[src/rtl/explode_scheduler.sv]
// explode_scheduler: arbitrates two tanks' hit requests and sequences a shared explosion animation
module explode_scheduler #(
  parameter int FRAME_TICKS = 6,
  parameter int NUM_FRAMES  = 11
) (
  input  logic       frame_clk,
  input  logic       Reset_n,
  input  logic       hit1,
  input  logic       hit2,
  output logic       anim_active,
  output logic       anim_owner,
  output logic [3:0] explode_frame,
  output logic       done1,
  output logic       done2,
  output logic [1:0] pend
);
  localparam logic [1:0] S_IDLE = 2'd0, S_PLAY = 2'd1, S_DONE = 2'd2;
  logic [1:0] r_state, w_next;
  logic [1:0] r_hit_q, r_pend;
  logic [3:0] r_frame;
  logic [7:0] r_tick;
  logic       r_owner, r_last;
  logic [1:0] w_edge, w_own_mask, w_req;
  logic       w_grant_ok, w_grantee, w_wrap, w_last_frame;
  assign w_edge       = {hit2, hit1} & ~r_hit_q;
  assign w_own_mask   = r_owner ? 2'b10 : 2'b01;
  // the finishing owner's own edge during DONE is not a request
  assign w_req        = (r_state == S_DONE) ? (r_pend | (w_edge & ~w_own_mask)) : (r_pend | w_edge);
  assign w_grant_ok   = (r_state != S_PLAY) && (|w_req);
  // on a tie the tank that did not win last time goes first
  assign w_grantee    = (&w_req) ? ~r_last : w_req[1];
  assign w_wrap       = r_tick == 8'(FRAME_TICKS - 1);
  assign w_last_frame = w_wrap && (r_frame == 4'(NUM_FRAMES));
  // state register
  always_ff @(posedge frame_clk or negedge Reset_n)
    if (!Reset_n) r_state <= S_IDLE;
    else          r_state <= w_next;
  // next-state: PLAY runs to the final frame wrap, otherwise a pending or fresh request starts PLAY
  always_comb
    w_next = (r_state == S_PLAY) ? (w_last_frame ? S_DONE : S_PLAY) : (w_grant_ok ? S_PLAY : S_IDLE);
  // outputs decoded from state
  always_comb begin
    anim_active = r_state == S_PLAY;
    done1       = (r_state == S_DONE) && !r_owner;
    done2       = (r_state == S_DONE) && r_owner;
  end
  // frame/tick counters, ownership and pending requests
  always_ff @(posedge frame_clk or negedge Reset_n)
    if (!Reset_n) begin
      r_hit_q <= 2'b00;
      r_pend  <= 2'b00;
      r_frame <= 4'd0;
      r_tick  <= 8'd0;
      r_owner <= 1'b0;
      r_last  <= 1'b1;
    end else begin
      r_hit_q <= {hit2, hit1};
      if (w_grant_ok) begin
        r_frame <= 4'd1;
        r_tick  <= 8'd0;
        r_owner <= w_grantee;
        r_last  <= w_grantee;
        r_pend  <= w_req & ~(w_grantee ? 2'b10 : 2'b01);
      end else if (r_state == S_PLAY) begin
        r_tick  <= w_wrap ? 8'd0 : r_tick + 8'd1;
        r_frame <= w_last_frame ? 4'd0 : (w_wrap ? r_frame + 4'd1 : r_frame);
        r_pend  <= r_pend | (w_edge & ~w_own_mask);
      end else begin
        r_frame <= 4'd0;
      end
    end
  assign anim_owner    = r_owner;
  assign explode_frame = r_frame;
  assign pend          = r_pend;
endmodule

[config.mk]
export PLATFORM = sky130hd
export DESIGN_NAME = explode_scheduler
export DESIGN_NICKNAME = d
export VERILOG_FILES = /design/src/rtl/explode_scheduler.sv
export SDC_FILE = /design/constraint.sdc
export NUM_CORES = 1
export LEC_CHECK = 0
export ABC_AREA = 1
export CORE_ASPECT_RATIO = 1.25
export CORE_MARGIN = 2
export CORE_UTILIZATION = 35
export CTS_BUF_LIST = sky130_fd_sc_hd__clkbuf_8
export CTS_CLUSTER_DIAMETER = 60
export DETAILED_ROUTE_END_ITERATION = 6
export PLACE_DENSITY = 0.6
export SLEW_MARGIN = 0
export SYNTH_ARGS = -nofsm -noshare
export SYNTH_HDL_FRONTEND = slang
export SYNTH_SLANG_ARGS = --single-unit
[constraint.sdc]
create_clock -name frame_clk -period 1.45 [get_ports frame_clk]
set_input_delay 0.29 -clock frame_clk [delete_from_list [all_inputs] [get_ports frame_clk]]
set_output_delay 0.29 -clock frame_clk [all_outputs]
set_load 0.02 [all_outputs]
**Word-level counts from Yosys, hierarchy flattened**

Cells that the tools add are included.
Widths: inputs -> output; s select.

- $lt $le $gt $ge: 0
- Eq/ne operators: 6
- Div/mod/pow operators: 0
- Shifts and indexed selects: 0
- Bitwise logic cells: 9
- Multiplexer cells: 16
- Reductions and logical operators: 8
- $mul: 0
- $add $sub $neg: 2

Operator list:

| operator | count |
|---|---|
| $mux 8 | 3 |
| $mux 4 | 4 |
| $mux 2 | 7 |
| $add 8x1->8 const B | 1 |
| $eq 8x3->1 const B | 1 |
| $and 2x2->2 | 3 |
| $not 2->2 | 3 |
| $add 4x1->4 const B | 1 |
| $eq 4x4->1 const B | 1 |
| $logic_and 1x1->1 | 4 |
| $ne 4x1->1 const B | 1 |
| $or 2x2->2 | 2 |
| $eq 2x1->1 const B | 1 |
| $eq 2x2->1 const B | 1 |
| $mux 1 | 2 |
| $ne 2x1->1 const B | 1 |
| $reduce_and 2->1 | 1 |
| $reduce_bool 2->1 | 1 |
| $reduce_or 2->1 | 1 |
| $logic_not 1->1 | 1 |
| $not 1->1 | 1 |

- Flip-flop bits (word level): 20
- Memories kept: 0
- Logic and storage cells: 48
- RAM bits: 0
- Output and inout port bits: 10
- Memory bits (read-only): 0
- Latch bits: 0

**Depth between registers and ports, before layout**

Gate-level depths: netlist (run 1).

- Depth after elaboration: 11
- Mapped depth: 9
- Gate-level depth less buffers: 9

**Least setup slack after synthesis (run 1)**

OpenSTA, ideal clock, no wires.

- Kind: register to register
- Start point: register r_owner (netlist: anim_owner)
- End point: register r_frame[0] (netlist: explode_frame[0])
- Required time: 1.333 ns
- Slack: 0.085 ns
- Data arrival time: 1.248 ns
- Path buffers: 0
- Stages on the path, launching flop included: 9
- Path through: dfrtp_1 > inv_1 > nand3_1 > a21oi_1 > nand2_1 > nand2_1 > nand2_1 > nand2_1 > nand2_1

- Cells in the longest elaborated chain, start to end: 8

Ends and longest elaborated chain:

| what | RTL line | text |
|---|---|---|
| from (decl) | 22 | `logic r_owner, r_last;` |
| from (signal assigned) | 61 | `r_owner <= w_grantee;` |
| $mux 2 * | 26 | `assign w_own_mask = r_owner ? 2'b10 : 2'b01;` |
| $not 2->2 * | 28 | `assign w_req = (r_state == S_DONE) ? (r_pend \| (w_edge & ~w_own_mask)) : (r_pend \| w_edge);` |
| $and 2x2->2 * | 28 |  |
| $or 2x2->2 * | 28 |  |
| $mux 2 * | 28 |  |
| $reduce_or 2->1 * | 29 | `assign w_grant_ok = (r_state != S_PLAY) && (\|w_req);` |
| $logic_and 1x1->1 * | 29 |  |
| $ne 4x1->1 (no source line) or $mux 4 (tied branches) | -- |  |
| to (signal assigned) | 66 | `r_frame <= w_last_frame ? 4'd0 : (w_wrap ? r_frame + 4'd1 : r_frame);` |
| to (decl) | 20 | `logic [3:0] r_frame;` |

Every way passes the cells marked *; elsewhere a longest branch is shown, timed or not.
A chain may end at the register's enable or synchronous reset.

**Final worst setup path (run 1)**

- Start point: register r_owner (netlist: anim_owner)
- End point: register r_tick[6]

- Cells in the longest elaborated chain, start to end: 8

Ends and longest elaborated chain:

| what | RTL line | text |
|---|---|---|
| $mux 2 * | 26 |  |
| $not 2->2 * | 28 |  |
| $and 2x2->2 * | 28 |  |
| $or 2x2->2 * | 28 |  |
| $mux 2 * | 28 |  |
| $reduce_or 2->1 * | 29 |  |
| $logic_and 1x1->1 * | 29 |  |
| $mux 8 or $reduce_bool 2->1 (tied branches) | -- |  |
| to (signal assigned) | 65 | `r_tick <= w_wrap ? 8'd0 : r_tick + 8'd1;` |
| to (decl) | 21 | `logic [7:0] r_tick;` |

Marks and branches as above.

==> results of run 1 <==
path summary, 6_finish.rpt:
| kind | cells past startpoint | to | slack [ns] |
|---|---|---|---|
| worst max-delay path | 7 | r_tick[6]$_DFFE_PN0P_ | 0.07 |
| worst min register to register | 2 | r_last$_DFFE_PN1N_ | 0.48 |
| worst min-delay path | 2 | r_hit_q[0]$_DFF_PN0_ | 0.38 |
| min in group frame_clk | 2 | r_last$_DFFE_PN1N_ | 0.48 |
| worst max register to register | 7 | r_tick[6]$_DFFE_PN0P_ | 0.07 |
| max in group asynchronous | 2 | r_last$_DFFE_PN1N_ | 0.80 |
layout make-up:
cell class	count	share of cell area
clock buffer	4	0.0392
inverter	21	0.0561
multi-input combinational	88	0.368
sequential	20	0.358
tap	34	0.0303
timing repair buffer	26	0.148
sequential cells by signal, summed over array words and instances (netlist names):
signal         cells
r_hit_q            2
pend               2
r_last             1
explode_frame      4
r_state            2
r_tick             8
anim_owner         1
cells in the final DEF, fill, tap and decap left out, types with 2 or more instances in the layout:
cell and n:
nor3_1 3, dlygate4sd2_1 7, o21ai_0 9, nor2_1 11, xor2_1 3, nand3_4 2
a21oi_1 2, ha_1 2, dfrtp_1 18, inv_2 3, inv_1 18, nand2_2 3
clkdlybuf4s50_1 3, clkbuf_8 4, nand3_1 11, buf_2 2, buf_4 12, nand2_1 26
nand4_1 2, o21ai_1 4, a21oi_2 3
power by group:
group | switching (mW) | internal, mW
registers | 0.00172 | 0.560
logic | 0.0205 | 0.0155
clock network | 0.176 | 0.241
routing by layer:
| layer | vias to the layer above | global-route usage | routed length, microns |
|---|---|---|---|
| met3 | 4 | 0.0234 | 75 |
| met2 | 12 | 0.278 | 1180 |
| met1 | 454 | 0.156 | 966 |
| met5 | - | 0 | 0 |
| met4 | 0 | 0.0385 | 22 |
| li1 | 473 | - | - |
per-stage QoR:
stage / hold WS (ns) / cell area [sq um] / power, mW / TNS (ns) / setup slack, ns
detailed placement: 0.469 / 1270 / 0.608 / -1.81 / -0.201
floorplan: -0.00559 / 1020 / 0.580 / 0 / 0.0849
global route: 0.407 / 1400 / 1.05 / -0.0875 / -0.0233
global placement: 0.468 / 1270 / 0.607 / -1.40 / -0.139
CTS: 0.388 / 1320 / 1.03 / 0 / 0.000158
finish: 0.378 / 1400 / 1.02 / 0 / 0.0726
timing repair:
action / 4_1_cts / 5_1_grt
setup endpoints to repair: 18 / 14
gates resized for setup: 17 / 25
buffers inserted: 0 / 2
pin swaps: 0 / 1
cell families after synthesis:
group,count (synthesis)
AND/OR/NAND/NOR,62
buffers and inverters,21
adder cells (fa/ha/maj),3
AO/OA/AOI/OAI,20
XOR/XNOR,3
flip-flops,20
worst max-delay path, cell delays in order (launching register included):
cell and delay [ns]:
dfrtp_1 0.42, inv_1 0.09, nand3_1 0.09, buf_4 0.15
a21oi_2 0.13, buf_4 0.15, nand3_4 0.11, o21ai_0 0.16
==> metrics.md, run 1 <==
| Metric | Value |
|---|---|
| # DRC | `0` |
| Synth Area in Compound Gates | `0.103` |
| Actual slew at the worst max-slew pin | `0.271 ns` |
| Final ANT Viol Nets | `0` |
| Setup crit start | `anim_owner$_DFFE_PN0N_` |
| Period utilisation layout | `0.950` |
| Routed wire per std cell | `11.6 microns` |
| Chip width | `52.3 microns` |
| Run status | `finished clean` |
| Total length of routed wires | `2250 microns` |
| Most used DFF post-synth | `dfrtp_1` |
| XOR/XNOR Fraction of Synth Area | `0.0258` |
| Remaining global-route overflow | `0` |
| Fin util | `0.514` |
| Post-synth top area share | `0.466` |
| I/O pins | `14` |
| Post-cts hold buffer count | `0` |
| Syn avg cell area | `7.90 sq um` |
| Post-synth EDFFs | `0` |
| GPL Wtd Cong | `0.750` |
| Sink Count | `20` |
| Max Cap Violations | `0` |
| Max clock buf depth | `2` |
| Final hold vios | `0` |
| Die area | `3360 sq um` |
| Fmax | `726 MHz` |
| Final setup violation count | `0` |
| Net count, final | `167` |
| ANT cells | `0` |
| Core Box Area | `2730 sq um` |
| Mux cell area share after synthesis | `0` |
| Post-DP HPWL | `1610 microns` |
| Simple logic cell fraction of the synthesized area | `0.265` |
| Setup Skew | `0.00410 ns` |
| Ys Warns | `0` |
| Fillers | `260` |
| Clk Latency, worst-skew pair | `0.25 ns` |
| Clock-pin slew on the worst setup and hold paths | `0.07 ns` |
| Largest net degree at the start of global routing | `21` |
| Most common cell in the netlist | `nand2_1` |
| Non-filler cells, final | `193` |
| Worst hold path type | `in2async` |
| DRT iter0 DRCs | `20` |
| CTS tree | `yes` |
| Worst r2r src | `anim_owner$_DFFE_PN0N_` |
| Multi-input gate area | `517 sq um` |
| GRT Resource Usage Total | `0.145` |
| Critical Path Sink Type | `flip-flop` |
| # H-tree levels | `1` |
| Worst Path Max Fanout | `7` |
| RSZ-0062 raised after global routing | `yes` |
| Slew margin rel. | `0.820` |
| DRT Pass-1 Iters | `2` |
| Critical Path AT | `1.56 ns` |
| Final min period | `1.38 ns` |
| Rows | `21` |
| Initial Utilization | `0.373` |
| CP Class | `reg2reg` |
| Register area share after synthesis | `0.492` |
| Cell taking the most area after synthesis | `dfrtp_1` |
| Mapped Nets | `136` |
| Register area | `503 sq um` |
| Vias/cell | `4.89` |
| Asr flop ratio synth | `1.00` |
| Synth-to-layout area growth | `37.7%` |
| Largest family of logic cells by synthesized area | `simple AND/OR/NAND/NOR gates` |
| Slew Viols, Final | `0` |
| Placed cell count | `187` |
| Die H | `64.4 microns` |
| Routed vias | `943` |
| Post-Syn Area | `1020 sq um` |
| Layout cell share with drive strength beyond 1 | `0.245` |
| Clock Tree Root | `clkbuf_8` |
| Global-route wire length before repair | `3720 microns` |
| CTS buffer count | `3` |
| Required time worst endpoint | `1.63 ns` |
| Vias in the first global route | `945` |
| CP Launch Type | `flip-flop` |
| Initial antenna violation count | `0` |
| Leakage | `0.695 nW` |
| Area share of fa/ha/maj cells after synthesis | `0.0368` |
| Cell count after synthesis | `129` |
| Top post-synthesis cells by area | `dfrtp_1, nand2_1, inv_1` |
| Synth top cells by count | `nand2_1, inv_1, dfrtp_1` |
| I/O Buffers | `13` |
| Synth cell types | `18` |
| Max IR drop VDD | `565 uV` |
| Power Dens Cells | `723 nW/um^2` |
| Synth Register Bits | `20` |
No activity file was read; power rests on OpenSTA's default activity.
==> inputs of run 2 (changes only) <==
--- a/config.mk
+++ b/config.mk
@@ -12,7 +12,9 @@
 export CTS_BUF_LIST = sky130_fd_sc_hd__clkbuf_8
 export CTS_CLUSTER_DIAMETER = 60
 export DETAILED_ROUTE_END_ITERATION = 6
+export GPL_TIMING_DRIVEN = 0
 export PLACE_DENSITY = 0.6
+export RECOVER_POWER = 100
 export SLEW_MARGIN = 0
 export SYNTH_ARGS = -nofsm -noshare
 export SYNTH_HDL_FRONTEND = slang
==> metrics.md, run 2 (synthesis results as in run 1) <==
| Metric | Value |
|---|---|
| Run status | `finished clean` |
| I/O Buffers | `13 (unchanged)` |
| Clock-pin slew on the worst setup and hold paths | `0.07 ns (about the same)` |
| Final min period | `1.38 ns (+0.00736 ns)` |
| Most frequent cells in the layout | `nand2_1, inv_1, dfrtp_1, o21ai_0, nand3_1` |
| Power Dens Cells | `726 nW/um^2 (+0.30%)` |
| Non-filler cells, final | `186 (-3.6%)` |
| Clock Tree Root | `clkbuf_8` |
| DRT Pass-1 Iters | `4 (+2)` |
| Max clock buf depth | `2 (unchanged)` |
| Initial Utilization | `0.373 (unchanged)` |
| Fmax | `722 MHz (-0.53%)` |
| Worst hold path type | `reg2reg` |
| Slew margin rel. | `0.397 (-0.422)` |
| Setup slack after layout | `0.0652 ns (-0.00736 ns)` |
| Sink Count | `20 (unchanged)` |
| Largest Register | `r_tick` |
| Post-DP HPWL | `1470 microns (-9.0%)` |
| Critical Path AT | `1.09 ns (-0.47 ns)` |
| Vias/cell | `4.83 (-1.1%)` |
| Max IR drop VDD | `441 uV (-22%)` |
| Net count, final | `160 (-4.2%)` |
| Pre-CTS WS | `-0.275 ns (-0.0739 ns)` |
| GRT Resource Usage Total | `0.136 (-0.00901)` |
| Remaining global-route overflow | `0 (unchanged)` |
| Worst Path Max Fanout | `3 (-4)` |
| Largest net degree at the start of global routing | `21 (unchanged)` |
| Setup Skew | `0.00148 ns (-0.00262 ns)` |
| Placed cell count | `176 (-5.9%)` |
| Final ANT Viol Nets | `0 (unchanged)` |
| Max reg flops | `8 (unchanged)` |
| Fillers | `271 (+4.2%)` |
| Clk Latency, worst-skew pair | `0.25 ns (about the same)` |
| Total length of routed wires | `2060 microns (-8.5%)` |
| Period utilisation layout | `0.955 (+0.00507)` |
| Rows | `21 (unchanged)` |
| ANT cells | `0 (unchanged)` |
| Slew Viols, Final | `0 (unchanged)` |
| Leakage | `0.663 nW (-4.6%)` |
| Required time worst endpoint | `1.16 ns (-0.47 ns)` |
| RSZ-0062 raised after global routing | `yes` |
| Max Cap Violations | `0 (unchanged)` |
| Routed wire per std cell | `11.0 microns (-5.0%)` |
| Post-cts hold buffer count | `0 (unchanged)` |
| Actual slew at the worst max-slew pin | `0.901 ns (+0.631 ns)` |
| I/O pins | `14 (unchanged)` |
| Routed vias | `899 (-4.7%)` |
| Die area | `3360 sq um (unchanged)` |
| Placed inst area | `1190 sq um (-6.5%)` |
| Layout cell share with drive strength beyond 1 | `0.178 (-0.0677)` |
| Vias in the first global route | `841 (-11%)` |
| # H-tree levels | `1 (unchanged)` |
| CTS buffer count | `3 (unchanged)` |
| Die H | `64.4 microns (unchanged)` |
| Fin util | `0.483 (-0.0307)` |
| Initial antenna violation count | `0 (unchanged)` |
| DRT iter0 DRCs | `19 (-5.0%)` |
| Critical Path Sink Type | `output port` |
| Global-route wire length before repair | `3530 microns (-5.2%)` |
| CTS tree | `yes` |
| GPL Wtd Cong | `0.774 (+3.2%)` |
| Final Power | `0.958 mW (-5.7%)` |
| CP Class | `reg2out` |
| Core Box Area | `2730 sq um (unchanged)` |
| Chip width | `52.3 microns (unchanged)` |
| Final Cell Area | `1320 sq um (-6.0%)` |
| # DRC | `0 (unchanged)` |
| Final hold vios | `0 (unchanged)` |
| Final setup violation count | `0 (unchanged)` |
| CP Launch Type | `flip-flop` |
| Commonest non-fill, non-tap cell in the layout | `nand2_1` |
| Synth-to-layout area growth | `29.4%` |
==> run 2: cell types whose count changed in the layout (fill, tap and decap cells not counted), moves of 2 or more <==
cell and delta:
nand3_2 +2, o21ai_0 +4, a21oi_2 -3, nand2_2 -2, o21ai_1 -4, nand2_1 +2, buf_4 -6, a21oi_4 +2
nand3_4 -2
==> run 2: path summary, 6_finish.rpt <==
kind	from	slack (ns)	end	cells past startpoint
setup / recovery	r_state[0]$_DFF_PN0_	0.07	done2	4
hold reg to reg	r_last$_DFFE_PN1N_	0.47	r_last$_DFFE_PN1N_	2
setup reg to reg	r_tick[1]$_DFFE_PN0P_	0.10	r_tick[5]$_DFFE_PN0P_	7
hold / removal	r_last$_DFFE_PN1N_	0.47	r_last$_DFFE_PN1N_	2
max in group asynchronous	Reset_n	0.30	r_state[1]$_DFF_PN0_	1
min in group asynchronous	Reset_n	0.54	anim_owner$_DFFE_PN0N_	1
==> run 2: through the flow <==
stage	setup TNS, ns	hold WS (ns)
finish	0	0.474
global route	-0.0539	0.505
CTS	-0.314	0.480
detailed placement	-3.67	0.469
global placement	-3.19	0.461
floorplan	0	-0.00559
==> run 2: area by class of cell <==
class / instances / area [sq um] / area share
Sequential cell: 20 / 503 / 0.381
Multi-Input combinational cell: 88 / 497 / 0.376
Inverter: 21 / 81.3 / 0.0616
Clock buffer: 3 / 41.3 / 0.0313
Tap cell: 34 / 42.5 / 0.0322
Clock inverter: 1 / 3.75 / 0.00284
Timing Repair Buffer: 19 / 151 / 0.115
==> run 2: timing repair <==
action,CTS,global route
pin swaps,1,3
buffers inserted,1,5
resized for setup,22,13
endpoints found under the setup margin,19,16
cloned,0,0
==> run 2: critical path, stage by stage (launching register included) <==
cell and delay, ns:
dfrtp_1 0.37, inv_2 0.09, nand3_1 0.14, inv_1 0.08, buf_2 0.16
==> run 2: metal layers <==
| layer | up-vias | GRT usage | share of wire |
|---|---|---|---|
| met5 | - | 0 | 0 |
| met4 | 0 | 0.0385 | 0.0073 |
| met3 | 2 | 0.0280 | 0.036 |
| met2 | 12 | 0.228 | 0.50 |
| met1 | 421 | 0.172 | 0.45 |
| li1 | 464 | - | - |
==> run 2: where the power goes <==
part           switching (mW)  total (mW)  internal [mW]  leakage [nW]
registers             0.00174       0.562          0.560         0.249
clock network           0.177       0.365          0.188        0.0269
logic                  0.0193      0.0308         0.0116         0.387
total                   0.198       0.958          0.760         0.663
==> inputs of run 3 (changes only) <==
--- a/config.mk
+++ b/config.mk
@@ -11,6 +11,7 @@
 export CORE_UTILIZATION = 35
 export CTS_BUF_LIST = sky130_fd_sc_hd__clkbuf_8
 export CTS_CLUSTER_DIAMETER = 60
+export CTS_CLUSTER_SIZE = 10
 export DETAILED_ROUTE_END_ITERATION = 6
 export GPL_TIMING_DRIVEN = 0
 export PLACE_DENSITY = 0.6
==> results of run 3 <==
No change in the layout: final DEF, timing and power equal those of run 2.
